## src/rtl/fetch_pkg.sv

```systemverilog
// -----------------------------------------------------------------------------
// fetch_pkg
//   Shared definitions for the instruction fetch (IF) stage:
//     XLEN_DEF / ILEN_DEF : default PC/address and instruction widths
//     NOP_INSTR           : canonical RISC-V NOP (addi x0, x0, 0), placed in
//                           IF/ID whenever the register holds no live instruction
//     fetch_state_t       : fetch FSM encoding
//       BOOT - single idle cycle after reset release
//       REQ  - request outstanding on the instruction memory port
//       HOLD - fetched word parked in the hold buffer while decode stalls
// -----------------------------------------------------------------------------
package fetch_pkg;

  localparam int XLEN_DEF = 32;
  localparam int ILEN_DEF = 32;

  localparam logic [31:0] NOP_INSTR = 32'h0000_0013;

  typedef enum logic [1:0] {
    BOOT = 2'd0,
    REQ  = 2'd1,
    HOLD = 2'd2
  } fetch_state_t;

endpackage : fetch_pkg

```

## src/rtl/fetch_unit_if.sv

```systemverilog
// -----------------------------------------------------------------------------
// fetch_unit_if
//   Request/acknowledge instruction memory port.
//     req   : fetch request outstanding (driven by the fetch unit)
//     addr  : fetch address, held stable for as long as req is high
//     ack   : rdata is valid this cycle; only meaningful while req is high
//     rdata : fetched instruction word
//   Modports:
//     master : the fetch unit (drives req/addr, samples ack/rdata)
//     slave  : the instruction memory (samples req/addr, drives ack/rdata)
//   A memory may acknowledge in the same cycle req first rises (zero-wait),
//   which yields one instruction per cycle.
// -----------------------------------------------------------------------------
interface fetch_unit_if #(
  parameter int XLEN = 32,
  parameter int ILEN = 32
) ();

  logic            req;
  logic [XLEN-1:0] addr;
  logic            ack;
  logic [ILEN-1:0] rdata;

  modport master (
    output req,
    output addr,
    input  ack,
    input  rdata
  );

  modport slave (
    input  req,
    input  addr,
    output ack,
    output rdata
  );

endinterface : fetch_unit_if

```

## src/rtl/if_id_pipe_reg.sv

```systemverilog
// -----------------------------------------------------------------------------
// if_id_pipe_reg
//   IF/ID pipeline register with a valid bit.
//   Ports:
//     i_clk, i_reset  : clock, asynchronous active-high reset
//     i_invalidate    : flush or redirect; empties the register (highest priority)
//     i_load          : capture i_pc / i_instr as a live instruction
//     i_hold          : decode is stalled; keep the current contents
//     i_pc, i_instr   : incoming instruction and its PC
//     o_valid         : register holds a live instruction
//     o_pc, o_instr   : registered PC / instruction (NOP whenever o_valid=0)
//   When nothing is loaded and decode is not stalled, the instruction just
//   consumed by decode is retired and a bubble (valid=0, NOP) takes its
//   place, so decode never sees the same instruction twice.
// -----------------------------------------------------------------------------
module if_id_pipe_reg
  import fetch_pkg::*;
#(
  parameter int XLEN = XLEN_DEF,
  parameter int ILEN = ILEN_DEF
) (
  input  logic            i_clk,
  input  logic            i_reset,
  input  logic            i_invalidate,
  input  logic            i_load,
  input  logic            i_hold,
  input  logic [XLEN-1:0] i_pc,
  input  logic [ILEN-1:0] i_instr,
  output logic            o_valid,
  output logic [XLEN-1:0] o_pc,
  output logic [ILEN-1:0] o_instr
);

  localparam logic [ILEN-1:0] NOP = ILEN'(NOP_INSTR);

  // NOTE: state registers use non-blocking assignments so every flop in the
  // design samples pre-edge values, independent of block evaluation order.
  always_ff @(posedge i_clk or posedge i_reset) begin
    if (i_reset) begin
      o_valid <= 1'b0;
      o_pc    <= '0;
      o_instr <= NOP;
    end else if (i_invalidate) begin
      o_valid <= 1'b0;
      o_instr <= NOP;
    end else if (i_load) begin
      o_valid <= 1'b1;
      o_pc    <= i_pc;
      o_instr <= i_instr;
    end else if (!i_hold) begin
      // Decode took the instruction and nothing new arrived: insert a bubble.
      o_valid <= 1'b0;
      o_instr <= NOP;
    end
  end

endmodule : if_id_pipe_reg

```

## src/rtl/fetch_unit.sv

```systemverilog
// -----------------------------------------------------------------------------
// fetch_unit
//   IF stage of the 5-stage RISC-V pipeline. Fetches from a variable-latency
//   instruction memory over a req/ack port, supports decode stall, IF/ID
//   flush and branch/jump redirect, and drives the IF/ID register.
//   Parameters:
//     XLEN         : PC / address width
//     ILEN         : instruction width
//     RESET_VECTOR : first fetch address after reset
//     PC_STEP      : sequential PC increment
//   Ports:
//     i_clk                   : clock, rising edge
//     i_reset                 : asynchronous, active-high reset
//     i_stall                 : decode cannot accept; hold IF/ID
//     i_flush                 : invalidate IF/ID contents
//     i_redirect_valid        : branch/jump taken this cycle
//     i_redirect_pc           : redirect target
//     imem (master)           : instruction memory req/addr/ack/rdata port
//     o_if_id_valid           : IF/ID holds a live instruction
//     o_if_id_pc_out          : PC of the IF/ID instruction
//     o_if_id_instruction_out : IF/ID instruction (NOP when invalid)
//   Internal state:
//     pc        : architectural next-fetch PC
//     req_addr  : address presented to memory; trails pc only while a killed
//                 request is still waiting for its acknowledge
//     kill      : the outstanding request belongs to a squashed path; its
//                 data is dropped when the ack arrives
//     hold_*    : one-entry buffer for a word that arrived while IF/ID was
//                 full and decode stalled
// -----------------------------------------------------------------------------
module fetch_unit
  import fetch_pkg::*;
#(
  parameter int              XLEN         = XLEN_DEF,
  parameter int              ILEN         = ILEN_DEF,
  parameter logic [XLEN-1:0] RESET_VECTOR = {XLEN{1'b0}},
  parameter int              PC_STEP      = 4
) (
  input  logic            i_clk,
  input  logic            i_reset,
  input  logic            i_stall,
  input  logic            i_flush,
  input  logic            i_redirect_valid,
  input  logic [XLEN-1:0] i_redirect_pc,
  fetch_unit_if.master    imem,
  output logic            o_if_id_valid,
  output logic [XLEN-1:0] o_if_id_pc_out,
  output logic [ILEN-1:0] o_if_id_instruction_out
);

  fetch_state_t    state;
  logic [XLEN-1:0] pc;
  logic [XLEN-1:0] req_addr;
  logic            kill;
  logic [XLEN-1:0] hold_addr;
  logic [ILEN-1:0] hold_data;

  logic [XLEN-1:0] pc_next;
  logic            ack_live;
  logic            if_id_free;
  logic            load_from_mem;
  logic            load_from_hold;
  logic            if_id_load;
  logic [XLEN-1:0] if_id_pc_in;
  logic [ILEN-1:0] if_id_instr_in;

  // Sequential PC; the adder wraps modulo 2^XLEN by construction.
  assign pc_next = pc + XLEN'(PC_STEP);

  // An ack is only honoured while a request is actually outstanding.
  assign ack_live = (state == REQ) && imem.ack;

  // IF/ID can take a new word if decode is moving, or if it only holds a
  // bubble (a stalled bubble is squeezed out rather than preserved).
  assign if_id_free = !i_stall || !o_if_id_valid;

  // A redirect discards whatever would have been delivered this cycle.
  assign load_from_mem  = ack_live && !kill && !i_redirect_valid && if_id_free;
  assign load_from_hold = (state == HOLD) && !i_redirect_valid && if_id_free;

  assign if_id_load     = load_from_mem || load_from_hold;
  assign if_id_pc_in    = (state == HOLD) ? hold_addr : req_addr;
  assign if_id_instr_in = (state == HOLD) ? hold_data : imem.rdata;

  // Memory port: the request and its address come straight from registers,
  // so both are glitch-free and addr is stable for the whole request.
  assign imem.req  = (state == REQ);
  assign imem.addr = req_addr;

  always_ff @(posedge i_clk or posedge i_reset) begin
    if (i_reset) begin
      state     <= BOOT;
      pc        <= RESET_VECTOR;
      req_addr  <= RESET_VECTOR;
      kill      <= 1'b0;
      hold_addr <= '0;
      hold_data <= '0;
    end else if (i_redirect_valid) begin
      // Redirect wins over everything else, in every state.
      pc    <= i_redirect_pc;
      state <= REQ;
      if ((state == REQ) && !imem.ack) begin
        // The memory still owns the old request: keep its address stable and
        // discard its data once it finally acknowledges.
        kill <= 1'b1;
      end else begin
        // No request in flight (BOOT/HOLD) or it completes right now: the
        // target can be requested from the next cycle on.
        req_addr <= i_redirect_pc;
        kill     <= 1'b0;
      end
    end else begin
      unique case (state)
        BOOT: begin
          state <= REQ;
        end

        REQ: begin
          if (imem.ack) begin
            if (kill) begin
              // Stale word from a squashed path; start fetching the target.
              kill     <= 1'b0;
              req_addr <= pc;
            end else if (if_id_free) begin
              pc       <= pc_next;
              req_addr <= pc_next;
            end else begin
              hold_addr <= req_addr;
              hold_data <= imem.rdata;
              state     <= HOLD;
            end
          end
        end

        HOLD: begin
          if (if_id_free) begin
            pc       <= pc_next;
            req_addr <= pc_next;
            state    <= REQ;
          end
        end

        default: begin
          state <= BOOT;
        end
      endcase
    end
  end

  // Flush and redirect both empty IF/ID and take precedence over stall.
  if_id_pipe_reg #(
    .XLEN (XLEN),
    .ILEN (ILEN)
  ) u_if_id (
    .i_clk        (i_clk),
    .i_reset      (i_reset),
    .i_invalidate (i_flush || i_redirect_valid),
    .i_load       (if_id_load),
    .i_hold       (i_stall),
    .i_pc         (if_id_pc_in),
    .i_instr      (if_id_instr_in),
    .o_valid      (o_if_id_valid),
    .o_pc         (o_if_id_pc_out),
    .o_instr      (o_if_id_instruction_out)
  );

endmodule : fetch_unit

```

## src/flat_wrapper.sv

```systemverilog
// flat-port wrapper written by rule: the top's interface ports become plain ports
module fetch_unit_flat import fetch_pkg::*;
#(
  parameter int              XLEN         = XLEN_DEF,
  parameter int              ILEN         = ILEN_DEF,
  parameter logic [XLEN-1:0] RESET_VECTOR = {XLEN{1'b0}},
  parameter int              PC_STEP      = 4
)
  (i_clk, i_reset, i_stall, i_flush, i_redirect_valid, i_redirect_pc, o_if_id_valid, o_if_id_pc_out, o_if_id_instruction_out, imem_req, imem_addr, imem_ack, imem_rdata);
  fetch_unit_if #(.XLEN(XLEN), .ILEN(ILEN)) imem_i ();
  input  logic i_clk;
  input  logic i_reset;
  input  logic i_stall;
  input  logic i_flush;
  input  logic i_redirect_valid;
  input  logic [XLEN-1:0] i_redirect_pc;
  output logic o_if_id_valid;
  output logic [XLEN-1:0] o_if_id_pc_out;
  output logic [ILEN-1:0] o_if_id_instruction_out;
  output wire logic [$bits(imem_i.req)-1:0] imem_req;
  output wire logic [$bits(imem_i.addr)-1:0] imem_addr;
  input wire logic [$bits(imem_i.ack)-1:0] imem_ack;
  input wire logic [$bits(imem_i.rdata)-1:0] imem_rdata;
  assign imem_req = imem_i.req;
  assign imem_addr = imem_i.addr;
  assign imem_i.ack = imem_ack;
  assign imem_i.rdata = imem_rdata;
  fetch_unit #(.XLEN(XLEN), .ILEN(ILEN), .RESET_VECTOR(RESET_VECTOR), .PC_STEP(PC_STEP)) u_core (.i_clk(i_clk), .i_reset(i_reset), .i_stall(i_stall), .i_flush(i_flush), .i_redirect_valid(i_redirect_valid), .i_redirect_pc(i_redirect_pc), .imem(imem_i), .o_if_id_valid(o_if_id_valid), .o_if_id_pc_out(o_if_id_pc_out), .o_if_id_instruction_out(o_if_id_instruction_out));
endmodule
```

## config.mk

```make
export PLATFORM = sky130hd
export DESIGN_NAME = fetch_unit_flat
export DESIGN_NICKNAME = d
export VERILOG_FILES = /design/src/rtl/fetch_pkg.sv /design/src/rtl/fetch_unit_if.sv /design/src/rtl/if_id_pipe_reg.sv /design/src/rtl/fetch_unit.sv /design/src/flat_wrapper.sv
export SDC_FILE = /design/constraint.sdc
export NUM_CORES = 1
export LEC_CHECK = 0
export ABC_CLOCK_PERIOD_IN_PS = 12250
export CORE_UTILIZATION = 58
export DETAILED_ROUTE_END_ITERATION = 10
export PLACE_DENSITY = 0.86
export SLEW_MARGIN = 40
export SYNTH_ARGS = -nofsm -noshare
export SYNTH_HDL_FRONTEND = slang
export SYNTH_SLANG_ARGS = --single-unit
```

## constraint.sdc

```tcl
create_clock -name i_clk -period 12.25 [get_ports i_clk]
set_input_delay 3.0625 -clock i_clk [delete_from_list [all_inputs] [get_ports i_clk]]
set_output_delay 3.0625 -clock i_clk [all_outputs]
set_load 0.1 [all_outputs]
```

==> summary.txt <==
Status
  – Outcome: finished, final reports clean

Global route
  – Pin count of the biggest net entering global routing: 117
  – Tot GR Track Use: 30.9%
  – Wire length of the first global-routing pass: 41900 um
  – Grt ovf: 0
  – Antenna violations before repair: 0
  – Via count of the first global-routing pass: 7807

Place
  – Setup Slack @ Placement: 6.65 ns
  – Number of buffers inserted by port buffering: 167
  – Routability cong.: 0.923
  – Placed insts: 1300
  – Total half-perimeter wirelength after legalization and detailed placement: 17200 um

Finish
  – Finished Core Util: 71.6%
  – Nets@finish: 1174
  – Non-filler instance count after layout: 1332
  – Antenna fix cells: 0
  – Proportion of layout cells with a drive suffix above 1: 21.9%
  – Synth-to-Final Area Change: 19.1%

Setup path
  – Kind of critical path: in -> reg
  – Endpoint of the lowest-slack register-to-register path: u_core.u_if_id.o_pc[29]
  – Crit end category: flop
  – CP max FO: 69
  – Crit Reg-Reg Startpoint: u_core.state[1]
  – Reg2Reg Depth: 8
  – Worst-case register-to-register setup slack: 9.53 ns
  – Worst path required time: 12.61 ns
  – Element type at the critical path start: input pin
  – Arrival time worst endpoint: 5.55 ns

Detailed routing
  – Violation count after the first detailed-route iteration: 1043
  – Number of design rule violations left after detail routing: 0
  – First-pass iteration count of the detailed router: 5
  – Total length of routed wires: 25900 um
  – DR vias: 8255
  – Number of nets still failing antenna checks after routing: 0
  – Vias per cell: 6.20
  – Wire per inst: 19.5 um

Die
  – Area of the core: 16100 sq um
  – Full die area: 17200 sq um
  – FP Rows: 46
  – Chip Height: 131 um
  – I/O pin count: 168
  – Initial standard-cell utilization of the core: 60.1%
  – Die W: 131 um

Power and ir drop
  – Maximum vdd drop: 104 uV
  – Ratio of total power to cell area: 173 nW/um^2
  – Post-layout total power: 2.00 mW
  – Leakage power summed over all cells: 5.27 nW

STA
  – Min setup slack post-route: 7.06 ns
  – Clock skew: 0.0105 ns
  – Max-Slew Margin vs Limit: 44.5%
  – Post-layout minimum cycle time: 5.19 ns
  – Total Neg Setup Slack: 0 ns
  – Final setup violating endpoints: 0
  – Pins over their slew limit: 0
  – Number of hold violations in the final report: 0
  – Unrepaired setup endpoints after global routing: no
  – Achievable frequency: 193 MHz
  – Final critical-path share of the clock period: 42.3%
  – Worst-margin pin slew: 0.829 ns

Yosys
  – Number of unique standard cell types used by synthesis: 65
  – Count of yosys warnings during synthesis: 0
  – Mean instance size in the synthesized netlist: 9.85 sq um
  – Main flop type after synthesis: dfrtp_1
  – Share of flip-flops with an asynchronous set or reset after synthesis: 100%
  – EDFF count, synth: 0
  – Post-synthesis instance area: 9680 sq um
  – Post-Synthesis Net Count: 1054
  – Gate Count Post-Synth: 983
  – Seq/Total Area, Yosys: 50.7%
  – Post-synthesis register bit count: 196

Clock network
  – Clock net sink count: 196
  – Clock buffer count from CTS: 17
  – Count of hold buffers inserted by post-cts repair: 0
  – CTS tree: done
  – CTS Root Cell: clkbuf_16
  – CTS max path bufs: 2
  – Cts repair resizes: 0
  – Clock network latency to the later pin of the worst-skew pair: 0.44 ns
  – Post-CTS setup buffers: 0
  – H-Tree Level Count: 4
  – CTS clk-pin slew, worst paths: 0.07 ns

Min path
  – Worst Min Path Start: u_core.u_if_id.o_instr[30]
  – Worst hold path depth: 2
  – Worst hold-check path type: reg -> reg
  – Hold worst-path end: u_core.u_if_id.o_instr[30]

Flow run
  – Max Cap Violations: 0
==> how the worst max path moves through the flow <==
stage                     start                       to  slack, ns  cells past startpoint
4_1_cts        i_redirect_valid      u_core.imem.addr[2]       7.10                      8
5_1_grt        i_redirect_valid      u_core.imem.addr[8]       6.93                      8
3_3_place_gp            i_stall  u_core.u_if_id.o_pc[31]       6.58                      7
3_5_place_dp   i_redirect_valid      u_core.imem.addr[2]       6.65                      8
6_report       i_redirect_valid      u_core.imem.addr[2]       7.06                      8
2_1_floorplan           i_reset      u_core.hold_addr[0]       3.85                      1
==> critical path, cell delays in order <==
cell and delay (ns):
buf_2 0.08, buf_4 0.51, mux2i_1 0.24, a21o_1 0.42, a31oi_1 0.70, buf_4 0.30, nor2_1 0.05, a31oi_1 0.15
==> where the power goes <==
| group | internal, mW | switching, mW | total (mW) |
|---|---|---|---|
| Sequential | 0.737 | 0.0844 | 0.822 |
| Combinational | 0.133 | 0.474 | 0.607 |
| Clock | 0.307 | 0.262 | 0.569 |
==> layer usage <==
metal / part of all wire, % / track usage (%)
met5: 0 / 0
met4: 2.4 / 12.4
met3: 8.7 / 5.44
met2: 48 / 48.4
met1: 41 / 42.7
==> final cells by class <==
class	count	area (sq um)
flip-flops and latches	196	4910
fillers	1221	4580
multi-input cells	698	4380
repair buffers	182	1340
clock buffers	17	425
well taps	216	270
clock inverters	15	169
inverters	8	42.5
==> cells in the final DEF, fill, tap and decap left out, types with 8 or more instances in the layout <==
cell type        instances
mux2_2                  69
o21ai_0                 64
a31oi_1                 58
clkdlybuf4s50_1         68
buf_2                   99
nor3_1                  28
xnor2_1                 20
nand4_1                 16
and3_1                   8
clkbuf_16               17
xor2_1                  14
a21oi_1                 19
mux2i_1                 33
nor2_1                  81
nand2_1                157
o221ai_1                 8
buf_4                   10
dfrtp_1                193
nand3_1                 24
==> sequential cells by signal (all words and copies together) (netlist names) <==
signal                  flops
u_core.u_if_id.o_pc        32
u_core.hold_data           32
u_core.hold_addr           32
u_core.u_if_id.o_valid      1
u_core.imem.addr           32
u_core.kill                 1
u_core.u_if_id.o_instr     32
u_core.pc                  32
u_core.state                2
==> synth_stat cells, drive strengths merged (6+ instances only) <==
master  instances  area share (%)
dfrtp         193              50
nand2         159             6.2
nor2           82             3.2
mux2           69             8.0
o21ai          66             3.4
a31oi          58             3.7
clkbuf         47             2.2
buf            33             2.0
mux2i          33             3.4
nor3           30             1.6
nand3          25             1.3
a21oi          21             1.1
xnor2          20             1.8
nand4          18             1.3
xor2           14             1.3
and3            9            0.58
inv             8            0.31
o221ai          8            0.72
o22ai           6            0.39
or3             6            0.39
==> logic make-up (layout without fill, tap and decap cells) <==
family / count (synthesis) / count (layout) / share of synthesized area [%]
flops: 196 / 196 / 50.7
xor+xnor: 34 / 34 / 3.07
fa+ha+maj: 1 / 1 / 0.129
buf+inv: 89 / 222 / 4.70
compound gates: 201 / 201 / 13.0
mux: 102 / 102 / 11.4
simple gates: 360 / 360 / 17.0
==> per-stage QoR <==
stage	hold WS [ns]	area, sq um
after detailed placement	0.465	10900
after floorplan	0.450	9680
final	0.476	11500
after global placement	0.460	11300
after global routing	0.509	11500
after CTS	0.482	11500
No activity file was read; power rests on OpenSTA's default activity.
